`config.mk`:
```
export PLATFORM = sky130hd
export DESIGN_NAME = move_controller_flat
export DESIGN_NICKNAME = d
export VERILOG_FILES = /design/src/rtl/move_controller_if.sv /design/src/rtl/move_controller.sv /design/src/flat_wrapper.sv
export SDC_FILE = /design/constraint.sdc
export NUM_CORES = 1
export LEC_CHECK = 0
export ABC_AREA = 1
export BUFFER_PORTS_ARGS = -buffer_cell sky130_fd_sc_hd__buf_2
export CORE_ASPECT_RATIO = 1.1
export CORE_MARGIN = 5
export CORE_UTILIZATION = 50
export DETAILED_ROUTE_END_ITERATION = 6
export PLACE_DENSITY = 0.7
export SLEW_MARGIN = 40
export SYNTH_ARGS = -nofsm -noshare
export SYNTH_HDL_FRONTEND = slang
export SYNTH_SLANG_ARGS = --single-unit
```
`constraint.sdc`:
```
create_clock -name clk -period 3.4 [get_ports clk]
set_input_delay 0.17 -clock clk [delete_from_list [all_inputs] [get_ports clk]]
set_output_delay 0.17 -clock clk [all_outputs]
set_load 0.02 [all_outputs]
```
`src/rtl/move_controller_if.sv`:
```
// Move-controller signal bundle between the UI/win-detector side and the controller.
// The master side issues move requests and returns the win flags; the slave side is the controller.
interface move_controller_if;
  logic       mov_valid;
  logic [3:0] mov_pos;
  logic       gana_x;
  logic       gana_o;
  logic [3:0] pos_x;
  logic [3:0] pos_o;
  logic       turno;
  logic [8:0] tablero_x;
  logic [8:0] tablero_o;
  logic       mov_rechazado;
  logic       timeout;
  logic [1:0] estado_fin;

  modport master (
    output mov_valid, mov_pos, gana_x, gana_o,
    input  pos_x, pos_o, turno, tablero_x, tablero_o, mov_rechazado, timeout, estado_fin
  );

  modport slave (
    input  mov_valid, mov_pos, gana_x, gana_o,
    output pos_x, pos_o, turno, tablero_x, tablero_o, mov_rechazado, timeout, estado_fin
  );
endinterface

```
`src/rtl/move_controller.sv`:
```
// TicTacToe move controller: validates moves, alternates turns, feeds the win detectors.
// Define MOVE_CONTROLLER_AUTO_MOVE_EN to auto-place on timeout instead of forfeiting the turn.
module move_controller #(
  parameter int TIMEOUT_CYCLES = 750000000,
  parameter int CNT_W          = 30
) (
  input logic               clk,
  input logic               rst,
  move_controller_if.slave  bus
);

  typedef enum logic [2:0] {
    PLAY   = 3'd0,
    COMMIT = 3'd1,
    CHECK1 = 3'd2,
    CHECK2 = 3'd3,
    DONE   = 3'd4
  } state_t;

  state_t             r_state, w_state;
  logic [CNT_W-1:0]   r_timer, w_timer;
  logic [3:0]         r_pos_x, w_pos_x;
  logic [3:0]         r_pos_o, w_pos_o;
  logic               r_turno, w_turno;
  logic [8:0]         r_tab_x, w_tab_x;
  logic [8:0]         r_tab_o, w_tab_o;
  logic               r_rech, w_rech;
  logic               r_tmo, w_tmo;
  logic [1:0]         r_fin, w_fin;

  logic [8:0]         w_occ;
  logic [8:0]         w_req_bit;
  logic               w_legal;
  logic               w_expire;
  logic               w_commit;
  logic [3:0]         w_cell;

  assign w_occ     = r_tab_x | r_tab_o;
  // A request above 8 shifts out to zero and is caught by the range check.
  assign w_req_bit = 9'b1 << bus.mov_pos;
  assign w_legal   = bus.mov_valid && (bus.mov_pos <= 4'd8) && ((w_req_bit & w_occ) == 9'b0);
  assign w_expire  = (r_timer == CNT_W'(TIMEOUT_CYCLES - 1));

`ifdef MOVE_CONTROLLER_AUTO_MOVE_EN
  function automatic logic [3:0] lowest_free(input logic [8:0] occ);
    lowest_free = 4'hF;
    for (int i = 8; i >= 0; i--) begin
      if (!occ[i]) lowest_free = 4'(i);
    end
  endfunction

  logic [3:0] w_auto_cell;
  assign w_auto_cell = lowest_free(w_occ);
`endif

  always_ff @(posedge clk) begin
    if (rst) r_state <= PLAY;
    else     r_state <= w_state;
  end

  always_comb begin
    w_state  = r_state;
    w_timer  = r_timer;
    w_pos_x  = 4'hF;
    w_pos_o  = 4'hF;
    w_turno  = r_turno;
    w_tab_x  = r_tab_x;
    w_tab_o  = r_tab_o;
    w_rech   = 1'b0;
    w_tmo    = 1'b0;
    w_fin    = r_fin;
    w_commit = 1'b0;
    w_cell   = bus.mov_pos;

    case (r_state)
      PLAY: begin
        if (w_legal) begin
          w_commit = 1'b1;
          w_state  = COMMIT;
        end else if (bus.mov_valid) begin
          w_rech = 1'b1;
        end else if (w_expire) begin
          w_tmo = 1'b1;
`ifdef MOVE_CONTROLLER_AUTO_MOVE_EN
          w_commit = 1'b1;
          w_cell   = w_auto_cell;
          w_state  = COMMIT;
`else
          w_turno = ~r_turno;
          w_timer = '0;
`endif
        end else begin
          w_timer = r_timer + CNT_W'(1);
        end
      end
      COMMIT: w_state = CHECK1;
      CHECK1: w_state = CHECK2;
      // Detector flags are registered twice after the position code, so they are valid here.
      CHECK2: begin
        if (bus.gana_x) begin
          w_fin   = 2'b01;
          w_state = DONE;
        end else if (bus.gana_o) begin
          w_fin   = 2'b10;
          w_state = DONE;
        end else if (w_occ == 9'h1FF) begin
          w_fin   = 2'b11;
          w_state = DONE;
        end else begin
          w_turno = ~r_turno;
          w_timer = '0;
          w_state = PLAY;
        end
      end
      DONE:    w_state = DONE;
      default: w_state = PLAY;
    endcase

    if (w_commit) begin
      if (!r_turno) begin
        w_pos_x = w_cell;
        w_tab_x = r_tab_x | (9'b1 << w_cell);
      end else begin
        w_pos_o = w_cell;
        w_tab_o = r_tab_o | (9'b1 << w_cell);
      end
    end
  end

  always_ff @(posedge clk) begin
    if (rst) begin
      r_timer <= '0;
      r_pos_x <= 4'hF;
      r_pos_o <= 4'hF;
      r_turno <= 1'b0;
      r_tab_x <= 9'b0;
      r_tab_o <= 9'b0;
      r_rech  <= 1'b0;
      r_tmo   <= 1'b0;
      r_fin   <= 2'b00;
    end else begin
      r_timer <= w_timer;
      r_pos_x <= w_pos_x;
      r_pos_o <= w_pos_o;
      r_turno <= w_turno;
      r_tab_x <= w_tab_x;
      r_tab_o <= w_tab_o;
      r_rech  <= w_rech;
      r_tmo   <= w_tmo;
      r_fin   <= w_fin;
    end
  end

  assign bus.pos_x         = r_pos_x;
  assign bus.pos_o         = r_pos_o;
  assign bus.turno         = r_turno;
  assign bus.tablero_x     = r_tab_x;
  assign bus.tablero_o     = r_tab_o;
  assign bus.mov_rechazado = r_rech;
  assign bus.timeout       = r_tmo;
  assign bus.estado_fin    = r_fin;

endmodule
```
`src/flat_wrapper.sv`:
```
// flat-port wrapper written by rule: the top's interface ports become plain ports
module move_controller_flat 
#(
  parameter int TIMEOUT_CYCLES = 750000000,
  parameter int CNT_W          = 30
)
  (clk, rst, bus_mov_valid, bus_mov_pos, bus_gana_x, bus_gana_o, bus_pos_x, bus_pos_o, bus_turno, bus_tablero_x, bus_tablero_o, bus_mov_rechazado, bus_timeout, bus_estado_fin);
  move_controller_if bus_i ();
  input logic clk;
  input logic rst;
  input wire logic [$bits(bus_i.mov_valid)-1:0] bus_mov_valid;
  input wire logic [$bits(bus_i.mov_pos)-1:0] bus_mov_pos;
  input wire logic [$bits(bus_i.gana_x)-1:0] bus_gana_x;
  input wire logic [$bits(bus_i.gana_o)-1:0] bus_gana_o;
  output wire logic [$bits(bus_i.pos_x)-1:0] bus_pos_x;
  output wire logic [$bits(bus_i.pos_o)-1:0] bus_pos_o;
  output wire logic [$bits(bus_i.turno)-1:0] bus_turno;
  output wire logic [$bits(bus_i.tablero_x)-1:0] bus_tablero_x;
  output wire logic [$bits(bus_i.tablero_o)-1:0] bus_tablero_o;
  output wire logic [$bits(bus_i.mov_rechazado)-1:0] bus_mov_rechazado;
  output wire logic [$bits(bus_i.timeout)-1:0] bus_timeout;
  output wire logic [$bits(bus_i.estado_fin)-1:0] bus_estado_fin;
  assign bus_i.mov_valid = bus_mov_valid;
  assign bus_i.mov_pos = bus_mov_pos;
  assign bus_i.gana_x = bus_gana_x;
  assign bus_i.gana_o = bus_gana_o;
  assign bus_pos_x = bus_i.pos_x;
  assign bus_pos_o = bus_i.pos_o;
  assign bus_turno = bus_i.turno;
  assign bus_tablero_x = bus_i.tablero_x;
  assign bus_tablero_o = bus_i.tablero_o;
  assign bus_mov_rechazado = bus_i.mov_rechazado;
  assign bus_timeout = bus_i.timeout;
  assign bus_estado_fin = bus_i.estado_fin;
  move_controller #(.TIMEOUT_CYCLES(TIMEOUT_CYCLES), .CNT_W(CNT_W)) u_core (.clk(clk), .rst(rst), .bus(bus_i));
endmodule
```
==> run metrics <==
status=finished, final reports clean; final-report hold violation count=0; die area=9030 um2; post_cts resized=0; hold_sp=bus_gana_o; GR Util met1=0.252; Leak=0.00169 uW; max-slew violations=0; vias in the first global route=3616; clk slew on worst S/H paths=80 ps; DP HPWL=7210 um; Post-Syn Area=3610 um2; minimum clock period after layout=2250 ps; DIE WIDTH=91.0 um; Core ar.=7050 um2; Internal=1120 uW; synth warn=0; drc violations=0; Yosys cell types=31; combinational share of power=0.146; antenna fix cells=0; global route overflow=0; worst setup path class=register to register; Pre-antenna DRT Iters=5; Reg2Reg Depth=10; Post-Synth XOR/XNOR Area=0.00970; DR WL/cell=13.4 um; First DRT Iteration DRCs=235; clock root cell=clkbuf_8; Final Power=1640 uW; P&R area growth vs syn=11.1%; Hold Path End=u_core.bus.estado_fin[0]; sequential power share=0.483; net count of the mapped netlist=606; WP data required=3700 ps; GRT Total Usage=0.217; NetSw=526 uW; Synth Area in Simple Gates=0.439; Worst-Skew Late Latency=350 ps; DRT antenna net count=0; met3 GRT Util=0.0386; Setup crit start kind=register; Post-CTS Repair Setup Buffers=0; Setup violations, final=0; die height=99.1 um; RR Startpoint=u_core.r_state[0]; RSZ-0062 raised after global routing=no; reg-to-reg slack, setup=1150 ps; largest family of logic cells by synthesized area=simple AND/OR/NAND/NOR gates; measured slew at the worst slew-check pin=807 ps; GR met2 Demand/Resource=0.378; Post-CTS Hold Fix Bufs=0; worst path arrival time=2550 ps; GP Congestion=0.967; CTS tree=yes; max_cap viols=0; DR vias=3751; sum of negative setup slack=0 ps; Power Dens Cells=410 nW/um2; multiplexer share of the synthesized area=0; initial antenna violation count=0; critical-path maximum fanout=33; num rows=32; layout cells sized above 1=0.126; WHS Path Cells=2; slew margin rel.=0.462; Synth Instances=596; # fillers=724; H-tree level count=3; clk_skew=9.74 ps; RR Endpoint=u_core.r_timer[29]; DRT Wirelength=9640 um; fmax=445 MHz; # port buffers=39; routed vias/inst=5.20; hold slack=26.1 ps; VDD IR max=0.293 mV; Most Crowded Layer GR=met2; FF+latch count, synth=64; sw frac=0.320; Hold/Removal Path Class=input port to register; first-pass GRT wire length=16200 um; adder-cell share of the synthesized area=0.00346; NumNets Final=641; Critical Path End Type=register; Clock Power Share=0.371; pin count of the biggest net entering global routing=34; clk sinks=64; period utilisation layout=0.660; Mapped Avg Cell Area=6.06 um2; CTS Buf Count=9; compound-cell area share of the yosys netlist=0.0793; # IOs=40; register area share after synthesis=0.355; clk buf depth=2; Initial Util=0.513
[cell usage in the layout (no fill, tap or decap), drive strengths merged, types with 2 or more instances in the layout]
cell type  netlist  layout
clkbuf           7      10
clkinvlp         0       4
dfxtp           64      64
nand4           12      12
a21oi           16      16
nor2           113     113
o21ai           36      36
inv             82      83
nor3             7       7
xnor2            3       3
clkinv           1       2
nor3b            2       2
nand3           61      61
nand2          176     176
buf             10      41
[worst max path at each step]
stage / from / end / cells after the start
6_report: u_core.r_state[0] / u_core.r_timer[29] / 10
4_1_cts: u_core.r_state[0] / u_core.r_timer[27] / 10
3_3_place_gp: u_core.r_state[0] / u_core.r_timer[26] / 11
2_1_floorplan: u_core.r_timer[0] / u_core.r_timer[26] / 12
3_5_place_dp: u_core.r_state[0] / u_core.r_timer[27] / 10
5_1_grt: u_core.r_state[0] / u_core.r_timer[25] / 10
[sequential cells by signal, summed over array words and instances, names as in the netlist]
name / flops
u_core.bus.tablero_x: 9
u_core.bus.mov_rechazado: 1
u_core.bus.pos_x: 4
u_core.bus.pos_o: 4
u_core.r_timer: 30
u_core.bus.estado_fin: 2
u_core.bus.turno: 1
u_core.r_state: 3
u_core.bus.timeout: 1
u_core.bus.tablero_o: 9
[cells by family after synthesis]
family / Yosys count
XOR/XNOR: 4
flip-flops: 64
AO/OA/AOI/OAI: 54
buffers and inverters: 100
adder cells (fa/ha/maj): 1
AND/OR/NAND/NOR: 373
[critical path, stage by stage, from the launching register on]
cell      delay [ps]
dfxtp_1          370
nand2_1           70
clkinv_1          60
nand2_1          140
inv_1            390
nand2_2          300
nand2_4          360
nand2_1          240
o21ai_0          160
nand2_1           70
inv_1             50
[through the flow]
step           setup WS (ps)  instances  instance area [um2]  utilization
3_5_place_dp            1160        705                 3830        0.544
2_1_floorplan           1760        596                 3610            -
5_1_grt                  861        721                 4010        0.570
3_3_place_gp            1240        705                 3830        0.544
4_1_cts                 1140        721                 4010        0.570
6_report                1150        721                 4010        0.570
[area by class of cell]
type | instances | area, um2 | share of cell area
multi-input combinational | 432 | 1920 | 0.479
clock buffer | 10 | 138 | 0.0343
inverter | 83 | 312 | 0.0776
sequential | 64 | 1280 | 0.319
timing repair buffer | 41 | 210 | 0.0524
tap | 85 | 106 | 0.0265
clock inverter | 6 | 43.8 | 0.0109
[metal layers]
layer  vias up  part of all wire
met1      1688              0.42
li1       1928                 -
met5         -                 0
met3        24             0.055
met2       111              0.49
met4         0             0.037
[Yosys cell counts, drive strengths merged]
master,n,area (um2)
xor2,1,8.76
or2,1,6.26
ha,1,12.5
o21bai,1,7.51
nor3b,2,15.0
clkbuf,7,26.3
dfxtp,64,1280
nand3b,1,7.51
nand3,61,310
nand2,176,686
nor3,7,35.0
nor2,113,452
nand4,12,75.1
buf,10,72.6
o21a,1,7.51
clkinv,1,3.75
xnor2,3,26.3
o21ai,36,180
inv,82,308
a21oi,16,91.3
[power groups by stage]
stage,Combinational (uW),Clock (uW),Sequential [uW]
5_1_grt,271,662,797
6_report,241,610,794
3_5_place_dp,241,0,811
4_1_cts,241,625,793
2_1_floorplan,196,0,813
3_3_place_gp,238,0,810
No activity file was read; power rests on OpenSTA's default activity.
